File: src/rtl/bus_pkg.sv
// bus_pkg: shared 5-bit bus source/destination code map, word width and write-enable bundle.
// Rev 1.0
`default_nettype none
package bus_pkg;

  localparam int DW = 32;

  localparam logic [4:0] SEL_R0      = 5'd0;
  localparam logic [4:0] SEL_R1      = 5'd1;
  localparam logic [4:0] SEL_R2      = 5'd2;
  localparam logic [4:0] SEL_R3      = 5'd3;
  localparam logic [4:0] SEL_R4      = 5'd4;
  localparam logic [4:0] SEL_R5      = 5'd5;
  localparam logic [4:0] SEL_R6      = 5'd6;
  localparam logic [4:0] SEL_R7      = 5'd7;
  localparam logic [4:0] SEL_R8      = 5'd8;
  localparam logic [4:0] SEL_R9      = 5'd9;
  localparam logic [4:0] SEL_R10     = 5'd10;
  localparam logic [4:0] SEL_R11     = 5'd11;
  localparam logic [4:0] SEL_R12     = 5'd12;
  localparam logic [4:0] SEL_R13     = 5'd13;
  localparam logic [4:0] SEL_R14     = 5'd14;
  localparam logic [4:0] SEL_R15     = 5'd15;
  localparam logic [4:0] SEL_HI      = 5'd16;
  localparam logic [4:0] SEL_LO      = 5'd17;
  localparam logic [4:0] SEL_ZHI     = 5'd18;
  localparam logic [4:0] SEL_ZLO     = 5'd19;
  localparam logic [4:0] SEL_PC      = 5'd20;
  localparam logic [4:0] SEL_MDR     = 5'd21;
  localparam logic [4:0] SEL_INPORT  = 5'd22;
  localparam logic [4:0] SEL_OUTPORT = 5'd22;
  localparam logic [4:0] SEL_SEXT    = 5'd23;
  localparam logic [4:0] SEL_Y       = 5'd24;

  typedef struct packed {
    logic [15:0] gpr;
    logic        hi;
    logic        lo;
    logic        zhi;
    logic        zlo;
    logic        pc;
    logic        mdr;
    logic        outp;
    logic        y;
    logic        illegal;
  } dest_we_t;

  // Code 22 reads INPORT but writes OUTPORT; SEXT is a read-only source.
  function automatic logic is_writable(input logic [4:0] code);
    return (code <= SEL_OUTPORT) || (code == SEL_Y);
  endfunction

endpackage
`default_nettype wire

File: src/rtl/dest_decode.sv
// dest_decode: 5-bit destination code to one-hot register write enables plus an illegal flag.
// Rev 1.0
`default_nettype none
module dest_decode
  import bus_pkg::*;
(
  input  logic [4:0] code_i,
  output dest_we_t   we_o
);

  always_comb begin
    we_o = '0;
    if (!is_writable(code_i)) begin
      we_o.illegal = 1'b1;
    end else if (code_i < SEL_HI) begin
      we_o.gpr[code_i[3:0]] = 1'b1;
    end else begin
      case (code_i)
        SEL_HI:      we_o.hi   = 1'b1;
        SEL_LO:      we_o.lo   = 1'b1;
        SEL_ZHI:     we_o.zhi  = 1'b1;
        SEL_ZLO:     we_o.zlo  = 1'b1;
        SEL_PC:      we_o.pc   = 1'b1;
        SEL_MDR:     we_o.mdr  = 1'b1;
        SEL_OUTPORT: we_o.outp = 1'b1;
        SEL_Y:       we_o.y    = 1'b1;
        default:     we_o.illegal = 1'b1;
      endcase
    end
  end

endmodule
`default_nettype wire

File: src/rtl/bus_dest_loader.sv
// bus_dest_loader: bus write side with one-entry holding stage, PC incrementer and Z pair load.
// Build option LOADER_BYPASS_EN forwards the committing value to the outputs one cycle early. Rev 1.0
`default_nettype none
module bus_dest_loader #(
  parameter int DW      = 32,
  parameter int NGPR    = 16,
  parameter int PC_STEP = 1
) (
  input  logic                 clk,
  input  logic                 clr_n,
  input  logic [DW-1:0]        bus_in,
  input  logic [4:0]           dest_sel,
  input  logic                 ld_valid,
  output logic                 ld_ready,
  input  logic                 commit_hold,
  input  logic                 z_ld,
  input  logic [2*DW-1:0]      alu_result,
  input  logic                 pc_inc,
  output logic [NGPR*DW-1:0]   gpr_q,
  output logic [DW-1:0]        hi_q,
  output logic [DW-1:0]        lo_q,
  output logic [DW-1:0]        zhi_q,
  output logic [DW-1:0]        zlo_q,
  output logic [DW-1:0]        pc_q,
  output logic [DW-1:0]        mdr_q,
  output logic [DW-1:0]        outport_q,
  output logic [DW-1:0]        y_q,
  output logic                 pending,
  output logic                 illegal_dest
);
  import bus_pkg::*;

`ifdef LOADER_BYPASS_EN
  localparam bit BYPASS = 1'b1;
`else
  localparam bit BYPASS = 1'b0;
`endif

  logic          pending_q, pending_d;
  logic          illegal_q, illegal_d;
  logic [DW-1:0] hold_data_q, hold_data_d;
  logic [4:0]    hold_code_q, hold_code_d;
  logic          accept, commit;
  dest_we_t      dec_we, wr;

  logic [DW-1:0] hi_reg_q, lo_reg_q, zhi_reg_q, zlo_reg_q;
  logic [DW-1:0] pc_reg_q, mdr_reg_q, outport_reg_q, y_reg_q;

  assign ld_ready = !pending_q || !commit_hold;
  assign commit   = pending_q && !commit_hold;
  assign accept   = ld_valid && ld_ready;

  dest_decode u_dest_decode (
    .code_i (hold_code_q),
    .we_o   (dec_we)
  );

  assign wr = commit ? dec_we : '0;

  // A same-edge accept refills the stage the commit is draining.
  always_comb begin
    pending_d   = pending_q;
    illegal_d   = illegal_q;
    hold_data_d = hold_data_q;
    hold_code_d = hold_code_q;
    if (commit) begin
      pending_d = 1'b0;
      if (dec_we.illegal) illegal_d = 1'b1;
    end
    if (accept) begin
      pending_d   = 1'b1;
      hold_data_d = bus_in;
      hold_code_d = dest_sel;
    end
  end

  always_ff @(posedge clk or negedge clr_n) begin
    if (!clr_n) begin
      pending_q   <= 1'b0;
      illegal_q   <= 1'b0;
      hold_data_q <= '0;
      hold_code_q <= '0;
    end else begin
      pending_q   <= pending_d;
      illegal_q   <= illegal_d;
      hold_data_q <= hold_data_d;
      hold_code_q <= hold_code_d;
    end
  end

  for (genvar i = 0; i < NGPR; i++) begin : g_gpr
    logic [DW-1:0] r_q;
    always_ff @(posedge clk or negedge clr_n) begin
      if (!clr_n)         r_q <= '0;
      else if (wr.gpr[i]) r_q <= hold_data_q;
    end
    assign gpr_q[i*DW +: DW] = (BYPASS && wr.gpr[i]) ? hold_data_q : r_q;
  end

  // Commits take priority over z_ld and pc_inc, per affected register only.
  always_ff @(posedge clk or negedge clr_n) begin
    if (!clr_n) begin
      hi_reg_q      <= '0;
      lo_reg_q      <= '0;
      zhi_reg_q     <= '0;
      zlo_reg_q     <= '0;
      pc_reg_q      <= '0;
      mdr_reg_q     <= '0;
      outport_reg_q <= '0;
      y_reg_q       <= '0;
    end else begin
      if (wr.hi)   hi_reg_q      <= hold_data_q;
      if (wr.lo)   lo_reg_q      <= hold_data_q;
      if (wr.mdr)  mdr_reg_q     <= hold_data_q;
      if (wr.outp) outport_reg_q <= hold_data_q;
      if (wr.y)    y_reg_q       <= hold_data_q;
      if (wr.zhi)     zhi_reg_q <= hold_data_q;
      else if (z_ld)  zhi_reg_q <= alu_result[2*DW-1:DW];
      if (wr.zlo)     zlo_reg_q <= hold_data_q;
      else if (z_ld)  zlo_reg_q <= alu_result[DW-1:0];
      if (wr.pc)       pc_reg_q <= hold_data_q;
      else if (pc_inc) pc_reg_q <= pc_reg_q + DW'(PC_STEP);
    end
  end

  assign hi_q      = (BYPASS && wr.hi)           ? hold_data_q : hi_reg_q;
  assign lo_q      = (BYPASS && wr.lo)           ? hold_data_q : lo_reg_q;
  assign zhi_q     = (BYPASS && wr.zhi && !z_ld) ? hold_data_q : zhi_reg_q;
  assign zlo_q     = (BYPASS && wr.zlo && !z_ld) ? hold_data_q : zlo_reg_q;
  assign pc_q      = (BYPASS && wr.pc)           ? hold_data_q : pc_reg_q;
  assign mdr_q     = (BYPASS && wr.mdr)          ? hold_data_q : mdr_reg_q;
  assign outport_q = (BYPASS && wr.outp)         ? hold_data_q : outport_reg_q;
  assign y_q       = (BYPASS && wr.y)            ? hold_data_q : y_reg_q;

  assign pending      = pending_q;
  assign illegal_dest = illegal_q;

endmodule
`default_nettype wire

File: config.mk
export PLATFORM = sky130hd
export DESIGN_NAME = bus_dest_loader
export DESIGN_NICKNAME = d
export VERILOG_FILES = /design/src/rtl/bus_pkg.sv /design/src/rtl/dest_decode.sv /design/src/rtl/bus_dest_loader.sv
export SDC_FILE = /design/constraint.sdc
export NUM_CORES = 1
export LEC_CHECK = 0
export CORE_AREA = 2 2 342 344
export DETAILED_ROUTE_END_ITERATION = 12
export DIE_AREA = 0 0 344 346
export DONT_BUFFER_PORTS = 1
export GPL_TIMING_DRIVEN = 0
export HOLD_SLACK_MARGIN = 0.15
export MAX_ROUTING_LAYER = met4
export PLACE_DENSITY = 0.38
export SETUP_SLACK_MARGIN = 0.2
export SLEW_MARGIN = 20
export SYNTH_ARGS = -nofsm -noshare
export SYNTH_HDL_FRONTEND = slang
export SYNTH_SLANG_ARGS = --single-unit
File: constraint.sdc
create_clock -name clk -period 5.7 [get_ports clk]
set_input_delay 0.57 -clock clk [delete_from_list [all_inputs] [get_ports clk]]
set_output_delay 0.57 -clock clk [all_outputs]
set_load 0.1 [all_outputs]
## Yosys cells after proc, flatten, opt, wreduce, memory -nomap -nowiden

Index checks and enable logic that the tools add are counted.

- $add $sub $neg: 1
- $lt $le $gt $ge: 4
- Equal/unequal tests: 8
- Muxes and demuxes: 24
- Reduce and logical (&&, ||, !) cells: 13

Operators by type and width:

| cell | count |
|---|---|
| 32-bit two-way mux | 6 |
| 5-bit == test, second input constant | 8 |
| 32-bit by 1-bit adder with 32-bit output, second input constant | 1 |
| 25-bit two-way mux | 1 |
| 24-bit two-way mux | 1 |
| 16-bit two-way mux | 1 |
| 1-bit two-way mux | 13 |
| 9-bit two-way mux | 1 |
| 2-bit nonzero test | 4 |
| 8-bit OR reduction | 1 |
| 5-bit <= comparator, second input constant | 1 |
| 4-bit by 5-bit less-than comparator with 1-bit output, second input constant | 1 |
| 5-bit less-than comparator, second input constant | 1 |
| 1-bit demux with 4-bit select | 1 |
| 4-bit by 1-bit >= comparator with 1-bit output, second input constant | 1 |
| 1-bit logical AND | 3 |
| 1-bit zero test | 2 |
| 1-bit logical OR | 2 |
| 2-bit AND reduction | 1 |

- Register bits: 807
- Output and inout port bits: 771
- Word-level logic and storage cells: 78

## Longest topological paths before layout

Gate-level depths: netlist of run 1.

- Depth in word-level cells: 8
- Gate-level depth with buffers: 8
- Gate-level depth less buffers: 6

## Hierarchy

From an unflattened synthesis of run 1, not the netlist that was laid out.

- Cells, all modules: 2118
- Area total of the unflattened synthesis: 31383.8 µm²

By module, submodules not included:

| module | instances | cells an instance | area an instance (µm²) | seq. area each (µm²) |
|---|---|---|---|---|
| bus_dest_loader | 1 | 2078 | 31191.2 | 20194.4 |
| dest_decode | 1 | 40 | 192.7 | 0.0 |

## Worst setup path before layout of run 1

OpenSTA, ideal clock, no wires.

- Path type: register to register
- Start: register pending_q (netlist: pending)
- End: register hold_data_q[23]
- Setup time: 0.125 ns
- Arrival: 2.921 ns
- Data required time: 5.575 ns
- Slack: 2.654 ns
- Cell stages (with the launch flop): 6
- Clock period less this slack: 3.046 ns
- Path through: dfrtp_1 nand2_1 and2_1 buf_2 buf_1 mux2_2

- Word-level cells in the longest chain between the ends: 3

Ends and longest elaborated chain:

| item | RTL line | text |
|---|---|---|
| from (decl) | bus_dest_loader.sv:39 | `logic pending_q, pending_d;` |
| from (signal assigned) | bus_dest_loader.sv:84 | `pending_q <= pending_d;` |
| 1-bit zero test | bus_dest_loader.sv:49 | `assign ld_ready = !pending_q \|\| !commit_hold;` |
| 1-bit logical OR | bus_dest_loader.sv:49 |  |
| named net ld_ready | bus_dest_loader.sv:14 | `output logic ld_ready,` |
| 1-bit logical AND | bus_dest_loader.sv:51 | `assign accept = ld_valid && ld_ready;` |
| to (signal assigned) | bus_dest_loader.sv:86 | `hold_data_q <= hold_data_d;` |
| to (decl) | bus_dest_loader.sv:41 | `logic [DW-1:0] hold_data_q, hold_data_d;` |

The timed path passes the listed nets, and every way through them passes these cells.
A chain may end at the register's enable or synchronous reset.

## Final worst setup path of run 1

Ends and elaborated chain as after synthesis.

==> metrics.cfg, run 1 <==
[floorplanning]
coreArea_sq_mm=0.1154
io_pins=878
dieHeight_um=346
start_util_pct=27.33
row_count=125
dieArea_sq_mm=0.1190
die_x_um=344

[clocking]
cts_setup_buffers=0
clock_tree.buffer_depth=3
cts_buffers=95
ctsHoldBuffers=103
cts.sinks=807
clk-insertion-delay-late_ps=680
htreeDepth=3
cts_tree=built
clk_pin_slew_ps=60
clockRootBuffer=clkbuf_16
cts.repair.resized=0

[sta]
setup_ws_ps=2021
fmax_ghz=0.2718
grt_setup_unrepaired=no
slew_violations=0
hold_violations=0
period_share_pct=64.55
slew_headroom_pct=21.73
fin_crit_ps=3679
setup_viol=0
tns_ps=0
clock_skew_ps=18.17
tightest_slew_ps=1174

[drt]
wl_per_cell_um=30.70
drt_pass1_iterations=5
finalWirelength_mm=119.6
viasPerCell=4.713
ant_nets=0
drt_iter0_drc=1016
vias=18360
drc=0

[global_routing]
gr-total-overflow=0
grt_pass1_vias=19630
track_usage_pct=20.26
antenna_found_initial=22
grt_max_degree=808
grt_pass1_wl_mm=164.1

[placed_design]
io_buffers=0
pre_cts_slack_ps=1989
gp_congestion=0.8147
dp_hpwl_mm=87.78
placed_cells=3598

[critical_path]
arrival_ps=4230
critPathKind=reg2reg
critPathCaptureType=flop
cp_max_fo=10
critPathLaunchType=flop
cp.required_ps=6250
ff2ff_setup_slack_ps=2020
reg2regPathDepth=5
reg2reg_from=pending$_DFFE_PN0P_
r2r_end=hold_data_q[23]$_DFFE_PN0P_

[logic_synthesis]
synth_top_family_by_area=multiplexers
syn_nets=2182
synthTopCellsByArea=dfrtp_1 64%, mux2_2 25%, mux2i_1 2.1%
yosysSeqAreaShare_pct=64.01
syn_area_sq_mm=0.03155
synth_compound_gate_area_share_pct=1.563
ys_warn_count=0
yosysUniqueCellTypes=41
synthSimpleGateAreaFrac_pct=3.228
synth_top_area_share_pct=64.01
synthMuxAreaShare_pct=27.44
synthAdderAreaFrac_pct=0.03966
ys_seq_elements=807
syn_area_per_cell_sq_um=15.21
yosys.area.top_type=dfrtp_1
syn_inst=2074
synthXorXnorAreaFrac_pct=0.8606

[layout]
area_growth_pct=20.50
final_cells=3895
final_nets=2388
drive_gt1_share_pct=41.20

[run]
cap_viol_max_count=0

[worst_hold_path]
holdCritPathClass=in2async

[outcome]
outcome=finished clean

[worst max-delay path, cell delays in order (launching register included)]
cell and delay, ps:
dfrtp_1 1070, nand2_1 960, and2_1 500, buf_2 250
buf_1 370, mux2_2 380
[flip-flops by register name (all words and copies together) (netlist names), 5 cells and up]
register	count
hold_data_q	32
zlo_q	32
hi_q	32
hold_code_q	5
outport_q	32
lo_q	32
pc_q	32
mdr_q	32
y_q	32
g_gpr.r_q	512
zhi_q	32
[worst max path at each step]
stage	end	slack, ps	start	depth (start not counted)
2_1_floorplan	hold_data_q[23]$_DFFE_PN0P_	2650	pending$_DFFE_PN0P_	5
3_3_place_gp	hold_data_q[29]$_DFFE_PN0P_	2010	pending$_DFFE_PN0P_	5
3_5_place_dp	hold_data_q[29]$_DFFE_PN0P_	1990	pending$_DFFE_PN0P_	5
4_1_cts	hold_data_q[23]$_DFFE_PN0P_	1980	pending$_DFFE_PN0P_	5
5_1_grt	hold_data_q[29]$_DFFE_PN0P_	1910	pending$_DFFE_PN0P_	5
6_report	hold_data_q[23]$_DFFE_PN0P_	2020	pending$_DFFE_PN0P_	5
[per-stage QoR]
step	utilization [%]	cell area (sq um)	hold WS, ps
floorplan	-	31550	274.4
global placement	28.99	33460	311.3
detailed placement	28.99	33460	305.5
CTS	32.78	37830	-456.0
global route	32.93	38010	174.0
finish	32.94	38020	194.8
[cell usage after synthesis (all sizes together)]
| cell | number |
|---|---|
| nand4 | 16 |
| nand3b | 2 |
| xnor2 | 14 |
| nand4b | 2 |
| a21oi | 1 |
| ha | 1 |
| and3 | 7 |
| dfrtp | 807 |
| clkbuf | 78 |
| nor3 | 8 |
| inv | 6 |
| and2b | 1 |
| or3 | 1 |
| a21o | 1 |
| nor2b | 4 |
| nor4 | 5 |
| nand3 | 9 |
| and2 | 2 |
| mux2 | 711 |
| and3b | 1 |
| mux2i | 65 |
| o21ai | 96 |
| buf | 87 |
| nor2 | 10 |
| nand2 | 119 |
| nor3b | 1 |
| nand2b | 2 |
| xor2 | 17 |
[metal layers]
layer | share of wire, % | track usage (%) | up-vias
li1 | - | - | 7708
met1 | 36 | 21.13 | 9644
met2 | 49 | 33.46 | 822
met3 | 11 | 8.976 | 185
met4 | 3.7 | 7.720 | 0
met5 | 0 | - | -
[final cells by class]
class | count | area, sq um
Antenna cell | 14 | 35.03
Sequential cell | 807 | 20200
Tap cell | 1524 | 1907
Clock buffer | 146 | 2952
Clock inverter | 28 | 387.9
Timing Repair Buffer | 109 | 1179
Inverter | 6 | 22.52
Buffer | 165 | 880.8
Fill cell | 11400 | 77410
Multi-Input combinational cell | 1096 | 10450
[kinds of logic after synthesis]
family | Yosys count
DFF | 807
xor gates and xnor gates | 31
buffers and inverters | 171
muxes | 776
adders and majority gates | 1
AOI/OAI and AO/OA | 98
and+or+nand+nor | 190
[layout by cell type (no fill, tap or decap), types with 2 or more instances in the layout]
cell type / count
nor2_1: 9
mux2i_1: 65
clkbuf_1: 89
clkbuf_2: 4
nand4b_1: 2
nand2b_1: 2
buf_6: 19
dfrtp_2: 5
buf_4: 12
nor2b_1: 4
o21ai_0: 93
clkinv_8: 4
clkinv_2: 12
inv_1: 5
xnor2_1: 14
nand2_1: 118
clkinvlp_4: 2
o21ai_1: 3
dlygate4sd3_1: 104
nor4_4: 5
clkbuf_8: 34
xor2_1: 17
and3_1: 7
diode_2: 14
buf_2: 55
buf_16: 5
nand3_1: 9
dfrtp_1: 802
nand4_1: 15
mux2_1: 16
nor3_1: 5
nor3_4: 3
mux2_2: 695
clkbuf_16: 97
bufinv_16: 7
Power of run 1 is left out: the tool's default activity adds up to more than one toggle a clock period on the data nets, which glitch-free logic cannot reach.
==> inputs of run 2 (changes only) <==
PLACE_DENSITY = 0.39   (was 0.38)
clock period = 3.2 ns   (was 5.7 ns; I/O delays follow)
==> metrics.cfg, run 2 (same netlist as run 1, synthesis figures left out) <==
[outcome]
outcome=finished clean

[sta]
tightest_slew_ps=1194
fmax_ghz=0.3431
clock_skew_ps=31.32
grt_setup_unrepaired=no
slew_headroom_pct=20.43
whs_ps=201.4
fin_crit_ps=2915
tns_ps=0
slew_violations=0
setup_viol=0
hold_violations=0
period_share_pct=91.08

[layout]
final_nets=2392
largest_register_ff_count=512
utilization_pct=32.89
layout_common_cells=792 x dfrtp_1, 695 x mux2_2, 116 x nand2_1, 106 x dlygate4sd3_1, 97 x clkbuf_1
final_common_cell=dfrtp_1
regMostFlops=g_gpr.r_q
final_cells=3902
drive_gt1_share_pct=41.49
area_growth_pct=20.32

[drt]
vias=18410
finalWirelength_mm=117.2
drt_iter0_drc=821
drc=0
wl_per_cell_um=30.04
ant_nets=0
drt_pass1_iterations=5
viasPerCell=4.719

[global_routing]
grt_pass1_vias=19680
grt_max_degree=808
grt_pass1_wl_mm=161.7
antenna_found_initial=17
gr-total-overflow=0
track_usage_pct=19.76

[floorplanning]
start_util_pct=27.33
dieArea_sq_mm=0.1190
die_x_um=344
io_pins=878
row_count=125
coreArea_sq_mm=0.1154
dieHeight_um=346

[critical_path]
critPathLaunchType=flop
ff2ff_setup_slack_ps=290
arrival_ps=3470
critPathMaxStageDelay_ps=1090
cp.required_ps=3760
cp_slowest_cell=dfrtp_1
cp_max_fo=6
crit_start=pc_q[7]$_DFFE_PN0P_
cp_num_cells=5
critPathCapture=pc_q[21]$_DFFE_PN0P_
r2r_end=pc_q[21]$_DFFE_PN0P_
critPathKind=reg2reg
reg2regPathDepth=5
cp_cell_sequence=nand4_4 > nor4_4 > nand4_1 > xnor2_1 > mux2_1
reg2reg_from=pc_q[7]$_DFFE_PN0P_
path_buf_inv=0
crit_family=simple AND/OR/NAND/NOR gates
critPathCaptureType=flop

[worst_hold_path]
holdCritPathClass=in2reg

[run]
cap_viol_max_count=0

[placed_design]
gp_congestion=0.8290
dp_hpwl_mm=86.30
placed_cells=3598
io_buffers=0

[clocking]
cts.sinks=807
cts_buffers=94
cts_tree=built
clockRootBuffer=clkbuf_16
clk_pin_slew_ps=70
htreeDepth=3
clock_tree.buffer_depth=3
clk-insertion-delay-late_ps=690

[run 2: changes by cell type in the layout (fill, tap and decap cells not counted), sizes merged]
cell,delta
dlygate4sd3,+2
buf,+3
clkinv,+8
diode,+2
clkbuf,-3
bufinv,-4
clkinvlp,-1
[run 2: layout make-up]
class / count / area (sq um)
Fill cell: 11350 / 77460
Sequential cell: 807 / 20210
Multi-Input combinational cell: 1096 / 10460
Clock buffer: 143 / 2798
Tap cell: 1524 / 1907
Timing Repair Buffer: 114 / 1281
Buffer: 165 / 883.3
Clock inverter: 31 / 352.8
Antenna cell: 16 / 40.04
Inverter: 6 / 22.52
[run 2: how the worst min path moves through the flow]
stage / start / endpoint / cells after the start / slack [ps]
floorplan: clr_n / g_gpr[0].r_q[0]$_DFFE_PN0P_ / 0 / 20
global placement: clr_n / mdr_q[12]$_DFFE_PN0P_ / 0 / 50
detailed placement: clr_n / mdr_q[12]$_DFFE_PN0P_ / 0 / 40
CTS: clr_n / mdr_q[12]$_DFFE_PN0P_ / 0 / -720
global route: z_ld / zhi_q[31]$_DFFE_PN0P_ / 3 / 210
finish: z_ld / zlo_q[0]$_DFFE_PN0P_ / 3 / 200
[run 2: layer usage]
metal | up-vias | track usage, % | routed length [um]
li1 | 7686 | - | -
met1 | 9769 | 21.33 | 43060
met3 | 152 | 8.009 | 12560
met5 | - | - | 0
met4 | 0 | 5.998 | 3087
met2 | 806 | 33.05 | 58500
[run 2: metrics by stage]
| stage | area [sq um] | setup slack, ps |
|---|---|---|
| after floorplan | 31550 | 483.7 |
| after global placement | 33460 | -300.8 |
| final | 37960 | 285.4 |
| after detailed placement | 33460 | -277.7 |
| after global routing | 37940 | 218.6 |
| after CTS | 37670 | 47.44 |
[run 2: repair_timing]
item	in CTS	in global routing
setup endpoints to repair	492	132
pin swaps	0	0
gates resized for setup	7	6
setup buffers	0	0
hold buffers	105	4
cloned	0	0
hold endpoints to repair	917	358
[run 2: tightest hold or removal path, stage by stage]
cell and delay [ps]:
buf_2 230, mux2i_1 190, o21ai_0 80
Power of run 2 is left out for the same reason.
